===== src/rtl/whack_pkg.sv =====
// Shared types and constants for the whack-a-mole round sequencer.
package whack_pkg;

  typedef enum logic [1:0] {
    IDLE      = 2'd0,
    GAP       = 2'd1,
    SHOW      = 2'd2,
    GAME_OVER = 2'd3
  } state_t;

  localparam logic [15:0] LFSR_SEED = 16'hACE1;
  localparam logic [15:0] LFSR_TAPS = 16'hB400;

  // Correct hits per speed-up step.
  localparam int SPEEDUP_GROUP = 8;

endpackage


===== src/rtl/tick_prescaler.sv =====
// Free-running divider: tick is high for one clock out of every TICK_DIV.
// First tick appears during the TICK_DIV-th clock after reset release.
module tick_prescaler #(
  parameter int TICK_DIV = 50_000_000
) (
  input  logic clock,
  input  logic reset_n,
  output logic tick
);

  localparam int CW = $clog2(TICK_DIV);

  logic [CW-1:0] cnt_q;

  always_ff @(posedge clock or negedge reset_n) begin
    if (!reset_n) begin
      cnt_q <= '0;
    end else if (cnt_q == CW'(TICK_DIV - 1)) begin
      cnt_q <= '0;
    end else begin
      cnt_q <= cnt_q + CW'(1);
    end
  end

  assign tick = (cnt_q == CW'(TICK_DIV - 1));

endmodule


===== src/rtl/whack_mole_scheduler.sv =====
// Round sequencer: ticks, random mole selection, hit judging; all outputs registered,
// inputs edge-detected after one register stage. WHACK_SPEEDUP_EN shortens the show time as hits accrue.
module whack_mole_scheduler
  import whack_pkg::*;
#(
  parameter int N_HOLES        = 8,
  parameter int TICK_DIV       = 50_000_000,
  parameter int SHOW_TICKS     = 3,
  parameter int GAP_TICKS      = 1,
  parameter int ROUND_TICKS    = 60,
  parameter int MIN_SHOW_TICKS = 1
) (
  input  logic               clock,
  input  logic               reset_n,
  input  logic               start,
  input  logic [N_HOLES-1:0] hit,
  output logic [N_HOLES-1:0] mole,
  output logic               score_inc,
  output logic               miss_inc,
  output logic               score_clr,
  output logic               busy,
  output logic               game_over
);

  localparam int HW     = $clog2(N_HOLES);
  localparam int RW     = $clog2(ROUND_TICKS + 1);
  localparam int PH_A   = (SHOW_TICKS > GAP_TICKS) ? SHOW_TICKS : GAP_TICKS;
  localparam int PH_MAX = (PH_A > MIN_SHOW_TICKS) ? PH_A : MIN_SHOW_TICKS;
  localparam int PW     = $clog2(PH_MAX + 1);
  localparam logic [N_HOLES-1:0] ONE_HOT0 = N_HOLES'(1);

  logic               tick;
  logic               start_s1_q, start_s2_q;
  logic [N_HOLES-1:0] hit_s1_q, hit_s2_q;
  logic [15:0]        lfsr_q;
  state_t             state_q;
  logic [RW-1:0]      round_q;
  logic [PW-1:0]      phase_q;
  logic [HW-1:0]      hole_q;
  logic [N_HOLES-1:0] mole_q;
  logic               score_inc_q, miss_inc_q, score_clr_q, busy_q, game_over_q;

  logic               start_edge, round_start, in_play;
  logic [N_HOLES-1:0] hit_edge, lit_mask;
  logic               hit_ok, hit_bad, phase_exp, round_exp;
  logic [HW-1:0]      candidate, next_hole;
  logic [PW-1:0]      show_len;

  tick_prescaler #(.TICK_DIV(TICK_DIV)) u_prescaler (
    .clock  (clock),
    .reset_n(reset_n),
    .tick   (tick)
  );

  always_ff @(posedge clock or negedge reset_n) begin
    if (!reset_n) begin
      start_s1_q <= 1'b0;
      start_s2_q <= 1'b0;
      hit_s1_q   <= '0;
      hit_s2_q   <= '0;
      lfsr_q     <= LFSR_SEED;
    end else begin
      start_s1_q <= start;
      start_s2_q <= start_s1_q;
      hit_s1_q   <= hit;
      hit_s2_q   <= hit_s1_q;
      lfsr_q     <= {1'b0, lfsr_q[15:1]} ^ (lfsr_q[0] ? LFSR_TAPS : 16'h0000);
    end
  end

  assign start_edge  = start_s1_q & ~start_s2_q;
  assign hit_edge    = hit_s1_q & ~hit_s2_q;
  assign round_start = start_edge & ((state_q == IDLE) | (state_q == GAME_OVER));
  assign in_play     = (state_q == GAP) | (state_q == SHOW);
  assign lit_mask    = ONE_HOT0 << hole_q;
  assign hit_ok      = |(hit_edge & lit_mask);
  assign hit_bad     = |(hit_edge & ~lit_mask);
  assign phase_exp   = tick & (phase_q == PW'(1));
  assign round_exp   = tick & (round_q == RW'(1));
  // Never light the same hole twice running; power-of-two count makes +1 wrap for free.
  assign candidate   = lfsr_q[HW-1:0];
  assign next_hole   = (candidate == hole_q) ? candidate + HW'(1) : candidate;

`ifdef WHACK_SPEEDUP_EN
  localparam int GW = $clog2(SPEEDUP_GROUP);

  logic [PW-1:0] show_len_q;
  logic [GW-1:0] grp_q;

  always_ff @(posedge clock or negedge reset_n) begin
    if (!reset_n) begin
      show_len_q <= PW'(SHOW_TICKS);
      grp_q      <= '0;
    end else if (round_start) begin
      show_len_q <= PW'(SHOW_TICKS);
      grp_q      <= '0;
    end else if (state_q == SHOW && hit_ok) begin
      if (grp_q == GW'(SPEEDUP_GROUP - 1)) begin
        grp_q <= '0;
        if (show_len_q > PW'(MIN_SHOW_TICKS)) show_len_q <= show_len_q - PW'(1);
      end else begin
        grp_q <= grp_q + GW'(1);
      end
    end
  end

  assign show_len = show_len_q;
`else
  assign show_len = PW'(SHOW_TICKS);
`endif

  always_ff @(posedge clock or negedge reset_n) begin
    if (!reset_n) begin
      state_q     <= IDLE;
      round_q     <= '0;
      phase_q     <= '0;
      hole_q      <= '0;
      mole_q      <= '0;
      score_inc_q <= 1'b0;
      miss_inc_q  <= 1'b0;
      score_clr_q <= 1'b0;
      busy_q      <= 1'b0;
      game_over_q <= 1'b0;
    end else begin
      score_inc_q <= 1'b0;
      miss_inc_q  <= 1'b0;
      score_clr_q <= 1'b0;
      if (tick && in_play) round_q <= round_q - RW'(1);

      case (state_q)
        IDLE, GAME_OVER: begin
          if (start_edge) begin
            score_clr_q <= 1'b1;
            round_q     <= RW'(ROUND_TICKS);
            phase_q     <= PW'(GAP_TICKS);
            busy_q      <= 1'b1;
            game_over_q <= 1'b0;
            state_q     <= GAP;
          end
        end
        GAP: begin
          if (tick) phase_q <= phase_q - PW'(1);
          if (phase_exp) begin
            hole_q  <= next_hole;
            mole_q  <= ONE_HOT0 << next_hole;
            phase_q <= show_len;
            state_q <= SHOW;
          end
        end
        SHOW: begin
          if (tick) phase_q <= phase_q - PW'(1);
          if (hit_ok) begin
            score_inc_q <= 1'b1;
            mole_q      <= '0;
            phase_q     <= PW'(GAP_TICKS);
            state_q     <= GAP;
          end else if (phase_exp) begin
            miss_inc_q <= 1'b1;
            mole_q     <= '0;
            phase_q    <= PW'(GAP_TICKS);
            state_q    <= GAP;
          end else if (hit_bad) begin
            miss_inc_q <= 1'b1;
          end
        end
        default: state_q <= IDLE;
      endcase

      // End of round wins over any phase move, but pulses issued above still go out.
      if (round_exp && in_play) begin
        state_q     <= GAME_OVER;
        mole_q      <= '0;
        busy_q      <= 1'b0;
        game_over_q <= 1'b1;
      end
    end
  end

  assign mole      = mole_q;
  assign score_inc = score_inc_q;
  assign miss_inc  = miss_inc_q;
  assign score_clr = score_clr_q;
  assign busy      = busy_q;
  assign game_over = game_over_q;

endmodule

===== config.mk =====
export PLATFORM = sky130hd
export DESIGN_NAME = whack_mole_scheduler
export DESIGN_NICKNAME = d
export VERILOG_FILES = /design/src/rtl/whack_pkg.sv /design/src/rtl/tick_prescaler.sv /design/src/rtl/whack_mole_scheduler.sv
export SDC_FILE = /design/constraint.sdc
export NUM_CORES = 1
export LEC_CHECK = 0
export CORE_MARGIN = 3
export CORE_UTILIZATION = 45
export DETAILED_ROUTE_END_ITERATION = 10
export DONT_BUFFER_PORTS = 1
export GPL_TIMING_DRIVEN = 0
export PLACE_DENSITY = 0.57
export SYNTH_ARGS = -nofsm -noshare
export SYNTH_HDL_FRONTEND = slang
export SYNTH_SLANG_ARGS = --single-unit

===== constraint.sdc =====
create_clock -name clock -period 2.3 [get_ports clock]
set_clock_uncertainty 0.05 [all_clocks]
set_input_delay 0.23 -clock clock [delete_from_list [all_inputs] [get_ports clock]]
set_output_delay 0.23 -clock clock [all_outputs]
set_load 0.03 [all_outputs]

* After elaboration in Yosys (flattened, before gate mapping)
Cells that the tools add are included. Widths: inputs -> output; s select.
Storage, ports and cells: bits in registers 86, latch bits 0, bits in writable memories 0, ROM bits 0, input bits 11, output and inout port bits 13, word-level logic and storage cells 93, memories kept 0
Operators by class: add/subtract/negate cells 4, $mul 0, divide/modulo/power cells 0, $lt $le $gt $ge 0, eq/ne operators 11, shifts and indexed selects 2, multiplexer cells 36, bitwise operators 11, reduce and logical (&&, ||, !) cells 13
Operator list (number):
- $mux 8 | 4
- $add 26x1->26 const B | 1
- $eq 26x26->1 const B | 1
- $mux 26 | 1
- $and 8x8->8 | 3
- $mux 2 | 9
- $mux 6 | 3
- $mux 16 | 1
- $not 8->8 | 2
- $pmux 8 s2 | 1
- $reduce_or 8->1 | 2
- $shl 1x3->8 const A | 2
- $xor 15x16->16 | 1
- $mux 1 | 14
- $pmux 2 s3 | 2
- $eq 6x1->1 const B | 1
- $reduce_and 3->1 | 2
- $sub 6x1->6 const B | 1
- $eq 2x1->1 const B | 2
- $eq 2x2->1 const B | 2
- $ne 4x3->1 const B | 1
- $reduce_and 2->1 | 2
- $reduce_bool 2->1 | 2
- $add 3x1->3 const B | 1
- other kinds (13) | 16

* Longest topological paths before layout
depth after elaboration 8, depth in mapped cells 9, mapped depth without buffers 7

* Hierarchy
From an unflattened synthesis, not the netlist that was laid out.
Second synthesis, totals: cells, all modules 350, area, all modules 3921.3 um^2
By module, submodules not included:
- whack_mole_scheduler | times used 1, cells each 216, area an instance 2583.7 um^2, sequential area each 1511.4 um^2
- tick_prescaler | times used 1, cells each 134, area an instance 1337.5 um^2, sequential area each 650.6 um^2

* Worst setup path before layout
Ideal clock, no wire load.
path type reg2reg, start point register u_prescaler.cnt_q[0], end point register mole_q[4], in the netlist mole[4], setup time 0.128 ns, data arrival time 1.916 ns, data required time 2.122 ns, setup slack 0.207 ns, cell stages (with the launch flop) 7, buffers on the path 0, period minus slack after synthesis 2.093 ns, cell sequence dfrtp_1 > ha_1 > and3_1 > nand3_1 > o31ai_1 > nor3b_1 > mux2_1
On the way: cells in the longest elaborated chain, start to end 5, elaborated cells on any way between the ends 9, those cells by class eq/ne: 3; mux: 1; bitwise: 2; reduce/logical: 3
Ends and longest elaborated chain:
- start, declared | line tick_prescaler.sv:13 | logic [CW-1:0] cnt_q;
- start signal, assigned | line tick_prescaler.sv:21 | cnt_q <= cnt_q + CW'(1);
- $eq 26x26->1 (*) | line tick_prescaler.sv:25 | assign tick = (cnt_q == CW'(TICK_DIV - 1));
- $and 1x1->1 | line whack_mole_scheduler.sv:79 | assign round_exp = tick & (round_q == RW'(1));
- $logic_and 1x1->1 | line whack_mole_scheduler.sv:170 | if (round_exp && in_play) begin
- $ne 4x3->1 (no source line) (tied with other cells)
- $reduce_and 3->1 (no source line)
- end signal, assigned | line whack_mole_scheduler.sv:145 | mole_q <= ONE_HOT0 << next_hole;
- end, declared | line whack_mole_scheduler.sv:40 | logic [N_HOLES-1:0] mole_q;
Every way passes the cells marked *; elsewhere a longest branch is shown, timed or not. A chain may end at the register's enable or synchronous reset.

* Final worst setup path
start point register hole_q[0], end point register mole_q[2], in the netlist mole[2]
On the way: cells in the longest elaborated chain, start to end 6, elaborated cells on any way between the ends 12, those cells by class eq/ne: 2; shift: 2; mux: 5; bitwise: 1; reduce/logical: 2
Ends and longest elaborated chain:
- start, declared | line whack_mole_scheduler.sv:39 | logic [HW-1:0] hole_q;
- start signal, assigned | line whack_mole_scheduler.sv:144 | hole_q <= next_hole;
- $shl 1x3->8 or $eq 3x3->1 (tied branches) | line whack_mole_scheduler.sv:75, whack_mole_scheduler.sv:82
- $and 8x8->8 or $mux 3 (tied branches) | line whack_mole_scheduler.sv:76, whack_mole_scheduler.sv:82
- $reduce_or 8->1 or $shl 1x3->8 (tied branches) | line whack_mole_scheduler.sv:76, whack_mole_scheduler.sv:145
- $mux 8, on equally long branches | line whack_mole_scheduler.sv:152, whack_mole_scheduler.sv:143
- $pmux 8 s2 | line whack_mole_scheduler.sv:130 | case (state_q)
- $mux 8 | line whack_mole_scheduler.sv:170
Several ways; a longest one is shown, not always the timed one. The select of a mux whose other input is x is not followed.

==> summary by stage <==
Run status
The flow ran to the end, and the final reports show no timing, DRC or antenna violations.

Synthesis
The Yosys step of the flow raised 0 warnings. Yosys attributes the largest share of cell area to sky130_fd_sc_hd__dfrtp_1 (51%), sky130_fd_sc_hd__dfstp_2 (5.5%), sky130_fd_sc_hd__xor2_1 (4.3%), sky130_fd_sc_hd__xnor2_1 (3.0%), sky130_fd_sc_hd__nor2_1 (2.6%). Yosys mapped the design onto 53 distinct sky130hd cell types. The total of flip-flops plus latches after synthesis is between 80 and 90. The share of synthesized area in the top cell type comes to 0.509. The share of the Yosys chip area taken by registers is 0.564. The parity-gate share of the synthesized area counting xor and xnor cells is 0.0731. In the synthesized netlist the dominant register cell turns out to be sky130_fd_sc_hd__dfrtp_1. The synthesized-area fraction occupied by and/or/nand/nor cells is 0.184.

A synthesized cell averages 11.5 um^2. sky130_fd_sc_hd__dfrtp_1 is the most common cell in the netlist. The proportion of synthesized flip-flops having asynchronous set or reset is 1.00.

The synthesized netlist occupies a cell area of 3830 um^2. Counting every net in the synthesized netlist gives 351. Counting instances in the post-synthesis netlist gives the leading cell types as sky130_fd_sc_hd__dfrtp_1 (78), sky130_fd_sc_hd__nor2_1 (27), sky130_fd_sc_hd__xor2_1 (19). The post-synthesis share of cell area spent on full adders, half adders and majority gates is 0.0228. The multiplexer area fraction after synthesis is 0.0649.

The cell type with the highest aggregate area in the netlist is sky130_fd_sc_hd__dfrtp_1. Counting every instance in the synthesized netlist gives 333. The main combinational cell family by area after synthesis is simple AND/OR/NAND/NOR gates. Yosys mapped a number of flops with a built-in enable equal to 0. The post-synthesis compound-gate area fraction is 0.0607.

Detailed routing
The final layout contains routed wiring with a total length of 7030 um. After detailed routing, the number of remaining DRC violations is 0. The post-detailed-route via-to-cell ratio is 5.35. The via count is 2499.

In this run the remaining antenna-violating nets after routing total 0. The number of violations reported at the end of detailed-routing iteration 0 is around 110. The detail-routed net length per standard cell is around 15 um. For this run, the detailed router's first-pass iteration total came to 5.

Floorplan
The region available for standard cell placement spans 8260 um^2. The die is a little under 100 um tall. The die covers 9670 um^2. The number of I/O pins is 24. The number of core rows is 33. The initial utilization of the core area, before any placement, comes to 0.464. The floorplan die width is around 98 um.

Global route
The maximum number of pins on one net before global-route repair is 87. For this run the aggregate overflow at the end of global routing stands at 0. The global routing usage on met3 is 0.0557.

The via count of the first global-routing pass is about 2.6k. In the global route stage, met2 resource usage came out at 0.236. The first global-routing pass estimated 12500 um of wire. The number of antenna violations at the first check in global routing was 0. For this run, global-route usage on met1 was measured as 0.217. In the global route stage, overall resource usage came out at 0.159. The global routing stage identified its most utilized layer as met2.

Critical path
The critical path in this run is classified as reg -> reg. The timing endpoint of the critical path is mole[2]$_DFFE_PN0P_. In this run the critical register-to-register path is captured at mole[2]$_DFFE_PN0P_. The logic depth of the worst register-to-register path is 6. The reg-to-reg critical path startpoint is hole_q[0]$_DFFE_PN0P_.

Data on the critical path arrives at its endpoint at 2400 ps. STA puts the critical path data required time at roughly 2500 ps. In this run the worst setup path begins at hole_q[0]$_DFFE_PN0P_. Across all register-to-register paths, the minimum setup slack is 90 ps.

The kind of end point of the critical path is a register. The critical path startpoint category is a register. Of all nets on the critical path, the largest fanout is 8.

STA
The setup-violating endpoint count in the final report is 0. The minimum clock period is about 2200 ps. The final worst-path setup slack is 90.7 ps.

At the pin with the least slew margin, the transition time is between 600 and 700 ps. The achievable clock frequency is 453 MHz. The final number of hold-violating endpoints is 0.

The worst max-slew margin expressed relative to the limit is 0.531. The share of the cycle needed by the critical path after routing is 0.961. Setup total negative slack on the finished layout was measured at 0 ps. The count of pins over their slew limit was 0.

Clock network
Clock tree synthesis inserted a total of 9 buffers. The maximum clock path buffer count is 2. The number of H-tree branching levels is 3. The library cell used as clock root buffer is sky130_fd_sc_hd__clkbuf_8. The clock reaches the later pin of the worst-skew pair after 350 ps. TritonCTS built the clock tree. The count of clock tree sinks is 86. Clock-pin slew was measured on the worst setup and hold paths at 90 ps.

Flow run
Max-cap violations in this run came to 0.

Placed design
In this run the cell area measured after placement is between 3000 and 4000 um^2. The worst-case setup slack after placement is -453 ps. The count of buffers added on input and output ports is 0.

The routability congestion estimate is between 0.7 and 0.8. The total half-perimeter wirelength after legalization and detailed placement is ~4700 um.

Final layout
The final instance area is 4420 um^2. Of the cells placed in the final design, the portion with a size suffix greater than 1 is 0.157. 0 antenna diodes ended up in the layout. The number of fillers in the final layout is between 600 and 700. Relative to the synthesized area, the layout overhead comes to 15.1%.

The final layout contains 375 nets. For this run, the share of the core covered by cells in the final layout is 0.535.

Power and ir drop
Power spread over the standard cell area amounts to between 700 and 800 nW/um^2. The leakage power total is 1.98 nW. The peak supply drop is 0.340 mV.

The overall power consumption is 3.47 mW.

Hold path
The tightest min-delay check is of the reg -> reg type.
stage by stage:
stage          hold WS, ps  std cells
2_1_floorplan         -116        333
3_3_place_gp          -114        438
3_5_place_dp          -113        438
4_1_cts                309        465
5_1_grt                307        467
6_report               305        467
placed cells by master (no fill, tap or decap), types with 2 or more instances in the layout:
master	instances
sky130_fd_sc_hd__dfrtp_1	77
sky130_fd_sc_hd__nor2_1	26
sky130_fd_sc_hd__xor2_1	19
sky130_fd_sc_hd__nand2_1	16
sky130_fd_sc_hd__inv_1	15
sky130_fd_sc_hd__xnor2_1	13
sky130_fd_sc_hd__nand3_1	12
sky130_fd_sc_hd__nand4_1	12
sky130_fd_sc_hd__dlygate4sd3_1	10
sky130_fd_sc_hd__nor3_1	9
sky130_fd_sc_hd__clkbuf_8	9
sky130_fd_sc_hd__and3_1	8
sky130_fd_sc_hd__mux2i_1	8
sky130_fd_sc_hd__mux2_1	8
sky130_fd_sc_hd__dfstp_2	8
sky130_fd_sc_hd__ha_1	7
sky130_fd_sc_hd__o21ai_0	6
sky130_fd_sc_hd__nand2b_1	6
sky130_fd_sc_hd__nor2b_1	6
sky130_fd_sc_hd__a21oi_1	6
sky130_fd_sc_hd__mux2_2	5
sky130_fd_sc_hd__and4_1	4
sky130_fd_sc_hd__clkbuf_1	4
sky130_fd_sc_hd__nor3b_2	4
sky130_fd_sc_hd__nor3b_1	4
sky130_fd_sc_hd__and2_1	3
sky130_fd_sc_hd__inv_6	3
sky130_fd_sc_hd__buf_4	3
sky130_fd_sc_hd__nand3b_1	2
sky130_fd_sc_hd__o31ai_1	2
sky130_fd_sc_hd__a211oi_1	2
sky130_fd_sc_hd__buf_6	2
sky130_fd_sc_hd__buf_2	2
sky130_fd_sc_hd__o22ai_1	2
sky130_fd_sc_hd__a31oi_1	2
sky130_fd_sc_hd__clkinvlp_4	2
worst min path at each step:
| stage | from | to | slack (ps) | cells past startpoint |
|---|---|---|---|---|
| after floorplan | reset_n | busy$_DFFE_PN0P_ | -120 | 0 |
| after global placement | reset_n | hit_s2_q[1]$_DFF_PN0_ | -110 | 0 |
| after detailed placement | reset_n | hit_s2_q[3]$_DFF_PN0_ | -110 | 0 |
| after CTS | lfsr_q[6]$_DFF_PN1_ | lfsr_q[5]$_DFF_PN1_ | 310 | 0 |
| after global routing | lfsr_q[6]$_DFF_PN1_ | lfsr_q[5]$_DFF_PN1_ | 310 | 0 |
| final | lfsr_q[4]$_DFF_PN0_ | lfsr_q[3]$_DFF_PN0_ | 300 | 0 |
layout make-up:
class,count,area [um^2],share of cell area
plain buffers,10,56.3,0.0128
clock buffers,9,124,0.0281
clock inverters,7,80.1,0.0181
inverters,15,56.3,0.0128
multi-input cells,220,1630,0.370
flip-flops and latches,86,2160,0.490
well taps,105,131,0.0298
repair buffers,15,170,0.0385
routing by layer:
layer	vias up	share of wire
met5	-	0
met4	0	0.0051
met3	2	0.048
met2	46	0.46
met1	1231	0.48
li1	1220	-
critical path, stage by stage, from the launching register on:
cell	delay, ps
sky130_fd_sc_hd__dfrtp_2	470
sky130_fd_sc_hd__nor3b_2	200
sky130_fd_sc_hd__a21oi_1	60
sky130_fd_sc_hd__mux4_2	510
sky130_fd_sc_hd__o311a_1	330
sky130_fd_sc_hd__buf_6	150
sky130_fd_sc_hd__mux2_1	310
state kept, by name, indices dropped and copies added, names as in the netlist:
name and flops:
hit_s2_q 8, score_clr 1, lfsr_q 16, start_s1_q 1, start_s2_q 1, u_prescaler.cnt_q 26, busy 1, miss_inc 1
hit_s1_q 8, phase_q 2, round_q 6, mole 8, score_inc 1, state_q 2, game_over 1, hole_q 3
where the power goes:
group	leakage [nW]	internal (mW)	switching [mW]	total, mW
registers	1.08	1.58	0.0769	1.65
logic	0.804	0.329	0.398	0.727
clock network	0.0968	0.515	0.575	1.09
total	1.98	2.42	1.05	3.47
cells by family (layout without fill, tap and decap cells):
| kind of cell | Yosys count | in the layout |
|---|---|---|
| AOI/OAI and AO/OA | 33 | 33 |
| and+or+nand+nor | 126 | 126 |
| muxes | 22 | 22 |
| buffers and inverters | 27 | 56 |
| xor gates and xnor gates | 32 | 32 |
| DFF | 86 | 86 |
| adders and majority gates | 7 | 7 |
timing repair:
item	CTS	global route
endpoints found under the setup margin	21	23
hold endpoints to repair	95	0
hold buffers	11	0
setup buffers	0	4
pin swaps	0	3
gates resized for setup	5	12
Power figures use the tool's default switching activity.
